===== src/rtl/led_blink_pkg.sv =====
// Shared definitions for the multi-channel LED blinker: channel mode
// encodings, PWM width and the duty value every channel starts with.
// Optional PWM dimming is enabled by defining LED_BLINK_PWM_EN.
package led_blink_pkg;

    typedef enum logic [1:0] {
        MODE_OFF     = 2'd0,
        MODE_ON      = 2'd1,
        MODE_BLINK   = 2'd2,
        MODE_ONESHOT = 2'd3
    } mode_e;

    localparam int PWM_W = 8;
    localparam logic [PWM_W-1:0] DUTY_RST = 8'hFF;

    // LED level a channel comes out of reset with: a one-shot cannot be
    // "in progress" straight out of reset, so only ON and BLINK light up.
    function automatic logic reset_lit(mode_e m);
        return (m == MODE_ON) || (m == MODE_BLINK);
    endfunction

endpackage


===== src/rtl/led_blink_channel.sv =====
// One LED channel: mode, half-period, tick counter, LED state and one-shot
// busy flag. Advances only on the shared prescaler tick; a config write
// always has priority over a tick in the same cycle.
// With LED_BLINK_PWM_EN defined the channel also stores a duty value and
// gates its LED level with the shared PWM counter through one extra register.
module led_blink_channel
    import led_blink_pkg::*;
#(
    parameter int CNT_W        = 16,
    parameter int DEFAULT_MODE = 2,
    parameter int DEFAULT_HALF = 5000
) (
    input  logic             clk,
    input  logic             reset,
    input  logic             tick_i,
    input  logic             we_i,
    input  logic [1:0]       mode_i,
    input  logic [CNT_W-1:0] half_i,
`ifdef LED_BLINK_PWM_EN
    input  logic [PWM_W-1:0] duty_i,
    input  logic [PWM_W-1:0] pwm_cnt_i,
`endif
    output logic             led_o,
    output logic             busy_o
);

    localparam mode_e            RST_MODE = mode_e'(2'(DEFAULT_MODE));
    localparam logic [CNT_W-1:0] RST_HALF = CNT_W'(DEFAULT_HALF);
    localparam logic             RST_LIT  = reset_lit(RST_MODE);

    mode_e            mode_q;
    logic [CNT_W-1:0] half_q;
    logic [CNT_W-1:0] cnt_q;
    logic             state_q;
    logic             busy_q;
    mode_e            wr_mode;

    assign wr_mode = mode_e'(mode_i);

    // Channel FSM: a write reloads the channel, otherwise a tick advances
    // BLINK/ONESHOT timing; OFF and ON simply hold their counter.
    // NOTE: sequential state uses non-blocking (<=) so every register samples
    // pre-edge values and simulation matches the synthesized flops.
    always_ff @(posedge clk or posedge reset) begin
        if (reset) begin
            mode_q  <= RST_MODE;
            half_q  <= RST_HALF;
            cnt_q   <= '0;
            state_q <= RST_LIT;
            busy_q  <= 1'b0;
        end else if (we_i) begin
            mode_q  <= wr_mode;
            half_q  <= half_i;
            cnt_q   <= '0;
            state_q <= (wr_mode != MODE_OFF);
            busy_q  <= (wr_mode == MODE_ONESHOT);
        end else if (tick_i) begin
            case (mode_q)
                MODE_BLINK: begin
                    if (cnt_q == half_q) begin
                        state_q <= ~state_q;
                        cnt_q   <= '0;
                    end else begin
                        cnt_q <= cnt_q + CNT_W'(1);
                    end
                end
                MODE_ONESHOT: begin
                    if (cnt_q == half_q) begin
                        state_q <= 1'b0;
                        busy_q  <= 1'b0;
                        mode_q  <= MODE_OFF;
                    end else begin
                        cnt_q <= cnt_q + CNT_W'(1);
                    end
                end
                default: begin
                    // OFF / ON: level fixed at write time, counter held
                end
            endcase
        end
    end

    assign busy_o = busy_q;

`ifdef LED_BLINK_PWM_EN
    logic [PWM_W-1:0] duty_q;
    logic             led_q;

    // Per-channel duty register, reloaded together with mode and half.
    always_ff @(posedge clk or posedge reset) begin
        if (reset) begin
            duty_q <= DUTY_RST;
        end else if (we_i) begin
            duty_q <= duty_i;
        end
    end

    // PWM gate: LED lit only while the shared counter is below the duty.
    always_ff @(posedge clk or posedge reset) begin
        if (reset) begin
            led_q <= RST_LIT;
        end else begin
            led_q <= state_q & (pwm_cnt_i < duty_q);
        end
    end

    assign led_o = led_q;
`else
    assign led_o = state_q;
`endif

endmodule


===== src/rtl/led_blink_multi.sv =====
// Multi-channel LED blinker top: shared timing prescaler, config-channel
// decode and one led_blink_channel per LED. All LED/busy outputs are
// registered inside the channels, so no input reaches a pin combinationally.
// Define LED_BLINK_PWM_EN to add the cfg_duty port and PWM dimming.
module led_blink_multi
    import led_blink_pkg::*;
#(
    parameter int NUM_CH       = 4,
    parameter int PRESCALE     = 4800,
    parameter int CNT_W        = 16,
    parameter int DEFAULT_MODE = 2,
    parameter int DEFAULT_HALF = 5000,
    localparam int CH_W        = (NUM_CH > 1) ? $clog2(NUM_CH) : 1
) (
    input  logic              clk,
    input  logic              reset,
    input  logic              cfg_we,
    input  logic [CH_W-1:0]   cfg_ch,
    input  logic [1:0]        cfg_mode,
    input  logic [CNT_W-1:0]  cfg_half,
`ifdef LED_BLINK_PWM_EN
    input  logic [PWM_W-1:0]  cfg_duty,
`endif
    output logic [NUM_CH-1:0] led,
    output logic [NUM_CH-1:0] busy
);

    localparam int              PS_W    = (PRESCALE > 1) ? $clog2(PRESCALE) : 1;
    localparam logic [PS_W-1:0] PS_LAST = PS_W'(PRESCALE - 1);

    logic [PS_W-1:0] ps_q;
    logic [PS_W-1:0] ps_d;
    logic            tick;

    // Prescaler next state: tick on the last count, then wrap to zero.
    // NOTE: every always_comb output is assigned on every path, so no latch
    // can be inferred.
    always_comb begin
        tick = (ps_q == PS_LAST);
        ps_d = tick ? '0 : ps_q + PS_W'(1);
    end

    // Prescaler register; config writes never disturb it.
    always_ff @(posedge clk or posedge reset) begin
        if (reset) begin
            ps_q <= '0;
        end else begin
            ps_q <= ps_d;
        end
    end

`ifdef LED_BLINK_PWM_EN
    logic [PWM_W-1:0] pwm_cnt_q;

    // Free-running PWM phase counter shared by all channels.
    always_ff @(posedge clk or posedge reset) begin
        if (reset) begin
            pwm_cnt_q <= '0;
        end else begin
            pwm_cnt_q <= pwm_cnt_q + PWM_W'(1);
        end
    end
`endif

    // One channel per LED; an out-of-range cfg_ch matches no channel and is
    // therefore ignored.
    for (genvar i = 0; i < NUM_CH; i++) begin : g_ch
        logic we_ch;

        assign we_ch = cfg_we && (cfg_ch == CH_W'(i));

        led_blink_channel #(
            .CNT_W        (CNT_W),
            .DEFAULT_MODE (DEFAULT_MODE),
            .DEFAULT_HALF (DEFAULT_HALF)
        ) u_ch (
            .clk       (clk),
            .reset     (reset),
            .tick_i    (tick),
            .we_i      (we_ch),
            .mode_i    (cfg_mode),
            .half_i    (cfg_half),
`ifdef LED_BLINK_PWM_EN
            .duty_i    (cfg_duty),
            .pwm_cnt_i (pwm_cnt_q),
`endif
            .led_o     (led[i]),
            .busy_o    (busy[i])
        );
    end

endmodule


===== config.mk =====
export PLATFORM = sky130hd
export DESIGN_NAME = led_blink_multi
export DESIGN_NICKNAME = d
export VERILOG_FILES = /design/src/rtl/led_blink_pkg.sv /design/src/rtl/led_blink_channel.sv /design/src/rtl/led_blink_multi.sv
export SDC_FILE = /design/constraint.sdc
export NUM_CORES = 1
export LEC_CHECK = 0
export CAP_MARGIN = 15
export CORE_MARGIN = 3
export CORE_UTILIZATION = 45
export CTS_CLUSTER_DIAMETER = 150
export DETAILED_ROUTE_END_ITERATION = 8
export PLACE_DENSITY = 0.65
export SLEW_MARGIN = 10
export SYNTH_ARGS = -nofsm -noshare
export SYNTH_HDL_FRONTEND = slang
export SYNTH_SLANG_ARGS = --single-unit

===== constraint.sdc =====
create_clock -name clk -period 6.5 [get_ports clk]
set_input_delay 0.975 -clock clk [delete_from_list [all_inputs] [get_ports clk]]
set_output_delay 0.975 -clock clk [all_outputs]
set_load 0.005 [all_outputs]

==> results of run 1 <==
-- layout by cell type (no fill, tap or decap), types with 11 or more instances in the layout --
master / synthesis / final
o21ai_0: 43 / 43
nor4_1: 11 / 11
clkdlybuf4s50_1: 0 / 30
a21oi_1: 28 / 28
dfstp_2: 28 / 28
dfrtp_1: 129 / 129
nand4_1: 20 / 20
nand2_1: 271 / 271
clkbuf_16: 0 / 17
and3_1: 12 / 12
xnor2_1: 38 / 38
nor2_1: 32 / 32
nand3_1: 42 / 42
inv_1: 22 / 21
or3_1: 22 / 22
nor3_1: 21 / 21
xor2_1: 40 / 40
-- report_power, final --
group | switching (µW) | internal, µW | leakage [µW]
Sequential | 86.0 | 1090 | 0.00198
Clock | 401 | 777 | 0.000344
Combinational | 146 | 119 | 0.00191
-- layer usage --
layer	wire (µm)	track usage [%]	vias to the layer above
li1	-	-	3194
met1	9500	30.0	3116
met2	8980	31.9	130
met3	906	4.00	13
met4	194	4.44	0
met5	0	0	-
-- cells by family (layout without fill, tap and decap cells) --
group | after synthesis | count (layout) | synth area share [%]
simple gates | 474 | 474 | 27.0
flops | 157 | 157 | 48.4
compound gates | 138 | 138 | 11.0
xor+xnor | 78 | 78 | 8.33
buf+inv | 72 | 90 | 3.74
mux | 6 | 6 | 0.748
fa+ha+maj | 5 | 5 | 0.763
-- path summary, 6_finish.rpt --
kind | startpoint | end | cells past startpoint
min | g_ch[3].u_ch.half_q[3]$_DFFE_PP1N_ | g_ch[3].u_ch.half_q[3]$_DFFE_PP1N_ | 2
min in group asynchronous | reset | g_ch[0].u_ch.cnt_q[7]$_DFFE_PP0P_ | 2
max reg2reg | ps_q[8]$_DFF_PP0_ | g_ch[3].u_ch.cnt_q[15]$_DFFE_PP0P_ | 6
max | cfg_ch[0] | g_ch[3].u_ch.cnt_q[15]$_DFFE_PP0P_ | 5
max in group asynchronous | reset | g_ch[2].u_ch.cnt_q[2]$_DFFE_PP0P_ | 3
min reg2reg | g_ch[3].u_ch.half_q[3]$_DFFE_PP1N_ | g_ch[3].u_ch.half_q[3]$_DFFE_PP1N_ | 2
-- worst reg2reg max path: cells and delay by family (launching register included) --
| kind | cells | cell delay [ns] |
|---|---|---|
| and+or+nand+nor | 5 | 2.38 |
| AOI/OAI and AO/OA | 1 | 0.10 |
| DFF | 1 | 0.43 |
-- flip-flops by register name (all words and copies together), names as in the netlist --
name / count
g_ch.u_ch.half_q: 64
ps_q: 13
g_ch.u_ch.busy_o: 4
g_ch.u_ch.cnt_q: 64
g_ch.u_ch.mode_q: 8
g_ch.u_ch.led_o: 4
-- cell type report --
type	count	area, µm²	area share [%]
Multi-Input combinational cell	701	3930	42.3
Tap cell	225	282	3.03
Inverter	22	87.6	0.941
Timing Repair Buffer	36	345	3.71
Sequential cell	157	3960	42.6
Clock inverter	12	239	2.57
Clock buffer	20	457	4.91
-- stage by stage --
stage	power, µW	cells
after floorplan	1360	930
after global placement	1450	1141
after detailed placement	1460	1141
after CTS	2640	1173
after global routing	2730	1173
final	2620	1173
==> impl_metrics.tcl, run 1 <==
set metrics [dict create \
    status "completed" \
    grt_overflow_total 0 \
    yosysSeqAreaShare_pct 48.4 \
    drt_iter0_drc 592 \
    dr.pass1.iters 5 \
    cts.sinks 157 \
    grt_max_degree 105 \
    endpoint_kind "flip-flop" \
    cts_buffer_depth 2 \
    synth_common_cells "271 x nand2_1, 129 x dfrtp_1, 43 x o21ai_0, 42 x nand3_1, 40 x xor2_1" \
    drv_cap 0 \
    gr-usage-all-layers_pct 20.5 \
    cpLargestDelayFamily "simple AND/OR/NAND/NOR gates" \
    ant_nets 0 \
    max_stage_delay_ns 0.75 \
    async_flop_share_pct 100 \
    post_cts_resized 0 \
    ys_ff_latch 157 \
    dieWidth_um 141 \
    grt_pass1_wl_um 32400 \
    crit_slowest_cell "nand3_1" \
    hp-class "flip-flop to flip-flop" \
    synth_edf_count 0 \
    hold_viol_final 0 \
    post_drt_wl_per_cell_um 16.7 \
    synthCells 930 \
    start_kind "input port" \
    tightest_slew_ns 0.952 \
    die_h_um 141 \
    crit_fanout 25 \
    worstSetupPathType "input port to flip-flop" \
    clock_latency_ns 0.43 \
    ys_dominant_reg_cell "dfrtp_1" \
    antenna_cells 0 \
    path_clk_slew_ns 0.06 \
    cts_hold_buf 0 \
    clock_skew_ns 0.0135 \
    power_density_nw_per_um2 282 \
    rows 48 \
    arrival_ns 3.61 \
    syn-num-nets 958 \
    required_ns 6.83 \
    setup_violations 0 \
    syn_area_per_cell_um2 8.81 \
    yosys-top-cells-area "dfrtp_1 39%, nand2_1 12%, dfstp_2 9.0%" \
    rrSetupSlack_ns 3.49 \
    cts_buffers 17 \
    dpl.hpwl_um 13100 \
    vias 6453 \
    final_cell_area_um2 9310 \
    ir_drop_mv 0.205 \
    total_leakage_power_uw 0.00423 \
    place_area_um2 8610 \
    rsz0062_at_grt "false" \
    drc 0 \
    portBuffers 30 \
    synth.most_common_cell "nand2_1" \
    synth_cell_types 63 \
    synth.largest_area_cell "dfrtp_1" \
    drive_gt1_share_pct 8.54 \
    htreeDepth 4 \
    synth_top_area_share_pct 39.4 \
    coreArea_um2 17500 \
    postLayoutCoreUtil_pct 53.1 \
    holdWs_ns 0.464 \
    cts_setup_buffers 0 \
    synthesis.area_um2 8200 \
    worst-path-buf-inv 1 \
    cp_cell_sequence "clkdlybuf4s50_1 > nand3_1 > nand4_1 > or4_1 > o211ai_1" \
    grt_pass1_vias 6183 \
    antenna_found_initial 0 \
    via_per_inst 5.50 \
    yosys_warnings 0 \
    max_freq_mhz 305 \
    slew_violations 0 \
    relSlewSlack_pct 35.9 \
    pre_cts_slack_ns 2.83 \
    die_area_um2 19900 \
    min_period_over_period_pct 50.4 \
    setup_ws_ns 3.22 \
    syn_to_final_growth_pct 13.5 \
    nNetsFinal 963 \
    start_util_pct 46.7 \
    tns_ns 0 \
    n_fill_cell 1612 \
    cts_tree "done" \
    gp_congestion 0.805 \
    io_pins 31 \
    wl_um 19600 \
    fin_crit_ns 3.28 \
    root_buffer "clkbuf_16" \
]
Power figures use the tool's default switching activity.
==> inputs of run 2 (changes only) <==
--- a/config.mk
+++ b/config.mk
@@ -10,7 +10,7 @@
 export CORE_UTILIZATION = 45
 export CTS_CLUSTER_DIAMETER = 150
 export DETAILED_ROUTE_END_ITERATION = 8
-export PLACE_DENSITY = 0.65
+export PLACE_DENSITY = 0.67
 export SLEW_MARGIN = 10
 export SYNTH_ARGS = -nofsm -noshare
 export SYNTH_HDL_FRONTEND = slang
==> constraint.sdc (replaced) <==
create_clock -name clk -period 2.7 [get_ports clk]
set_input_delay 0.405 -clock clk [delete_from_list [all_inputs] [get_ports clk]]
set_output_delay 0.405 -clock clk [all_outputs]
set_load 0.005 [all_outputs]
==> impl_metrics.tcl, run 2 (synthesized netlist as in run 1, its figures left out) <==
set metrics [dict create \
    status "completed" \
    vias 6641 \
    r2r_cells 7 \
    post_drt_wl_per_cell_um 16.8 \
    max_freq_mhz 399 \
    rsz0062_at_grt "false" \
    start_kind "flip-flop" \
    crit_path_end "g_ch[2].u_ch.cnt_q[12]$_DFFE_PP0P_" \
    gr-usage-all-layers_pct 21.3 \
    grt_pass1_vias 6363 \
    path_clk_slew_ns 0.06 \
    min_period_over_period_pct 92.8 \
    cts_setup_buffers 0 \
    tns_ns 0 \
    n_fill_cell 1617 \
    post_cts_resized 0 \
    root_buffer "clkbuf_16" \
    drv_cap 0 \
    total_leakage_power_uw 0.00430 \
    grt_max_degree 75 \
    endpoint_kind "flip-flop" \
    hp-class "input port to asynchronous set/reset pin" \
    crit_fanout 19 \
    ant_nets 0 \
    via_per_inst 5.53 \
    coreArea_um2 17500 \
    rows 48 \
    dieWidth_um 141 \
    power_density_nw_per_um2 620 \
    grt_overflow_total 0 \
    pre_cts_slack_ns 0.131 \
    cts_hold_buf 0 \
    fin_crit_ns 2.50 \
    cts_buffer_depth 2 \
    antenna_cells 0 \
    top_regs "g_ch.u_ch.cnt_q: 64 flops, g_ch.u_ch.half_q: 64 flops, ps_q: 13 flops" \
    io_pins 31 \
    cts.sinks 157 \
    final_common_cell "nand2_1" \
    clock_skew_ns 0.00983 \
    setup_violations 0 \
    startpoint "ps_q[8]$_DFF_PP0_" \
    ir_drop_mv 0.495 \
    start_util_pct 46.7 \
    dpl.hpwl_um 14100 \
    die_h_um 141 \
    syn_to_final_growth_pct 15.0 \
    r2r-start "ps_q[8]$_DFF_PP0_" \
    wl_um 20100 \
    gp_congestion 0.836 \
    nNetsFinal 991 \
    dr.pass1.iters 6 \
    slew_violations 0 \
    clock_latency_ns 0.43 \
    required_ns 3.05 \
    register_area_um2 3960 \
    die_area_um2 19900 \
    antenna_found_initial 0 \
    cts_buffers 17 \
    multi_input_area_um2 3930 \
    rrSetupSlack_ns 0.20 \
    relSlewSlack_pct 53.6 \
    drive_gt1_share_pct 11.0 \
    drc 0 \
    portBuffers 30 \
    hold_viol_final 0 \
    cts_tree "done" \
    arrival_ns 2.86 \
    tightest_slew_ns 0.695 \
    layout_common_cells "271 x nand2_1, 129 x dfrtp_1, 43 x o21ai_0" \
    timing.rr.end "g_ch[2].u_ch.cnt_q[12]$_DFFE_PP0P_" \
    drt_iter0_drc 520 \
    setup_ws_ns 0.195 \
    htreeDepth 4 \
    grt_pass1_wl_um 33400 \
    worstSetupPathType "flip-flop to flip-flop" \
]
run 2: critical path, stage by stage, from the launching register on:
cell and delay (ns):
dfrtp_1 0.43, and4bb_1 0.34, nand2_2 0.15, or4b_1 0.52
or3_1 0.33, buf_4 0.21, or3_1 0.35, o211ai_1 0.09
run 2: how the worst min path moves through the flow:
stage	depth (start not counted)	end	startpoint	slack [ns]
detailed placement	2	g_ch[1].u_ch.half_q[9]$_DFFE_PP1N_	g_ch[1].u_ch.half_q[9]$_DFFE_PP1N_	0.46
floorplan	2	g_ch[1].u_ch.half_q[12]$_DFFE_PP1N_	g_ch[1].u_ch.half_q[12]$_DFFE_PP1N_	0.45
global route	2	g_ch[0].u_ch.cnt_q[13]$_DFFE_PP0P_	reset	0.33
CTS	2	g_ch[0].u_ch.cnt_q[7]$_DFFE_PP0P_	reset	0.30
global placement	2	g_ch[1].u_ch.half_q[8]$_DFFE_PP1N_	g_ch[1].u_ch.half_q[8]$_DFFE_PP1N_	0.45
finish	2	g_ch[0].u_ch.cnt_q[13]$_DFFE_PP0P_	reset	0.31
run 2: power by group:
part	internal (µW)	switching, µW	total (µW)
Combinational	306	354	660
Clock	1380	971	2350
Sequential	2620	210	2840
run 2: layout make-up:
cell class                      count  area share [%]
Sequential cell                   157            42.0
Multi-Input combinational cell    701            41.7
Timing Repair Buffer               64            6.29
Clock buffer                       21            4.78
Tap cell                          225            2.99
Clock inverter                     11            1.26
Inverter                           22           0.916
run 2: routing by layer:
metal,vias to the layer above,routed length [µm],global-route usage (%)
met1,3231,9920,31.9
met4,0,335,6.17
met2,140,8980,31.5
met3,21,885,4.04
met5,-,0,0
li1,3249,-,-
run 2: metrics by stage:
step | area (µm²) | utilization [%] | hold slack [ns] | power, µW | std cells
final | 9430 | 53.8 | 0.306 | 5840 | 1201
after global routing | 9430 | 53.8 | 0.332 | 6120 | 1201
after CTS | 9430 | 53.8 | 0.302 | 5890 | 1201
after detailed placement | 8860 | 50.5 | 0.456 | 3540 | 1169
after global placement | 8860 | 50.5 | 0.455 | 3520 | 1169
after floorplan | 8200 | - | 0.446 | 3280 | 930
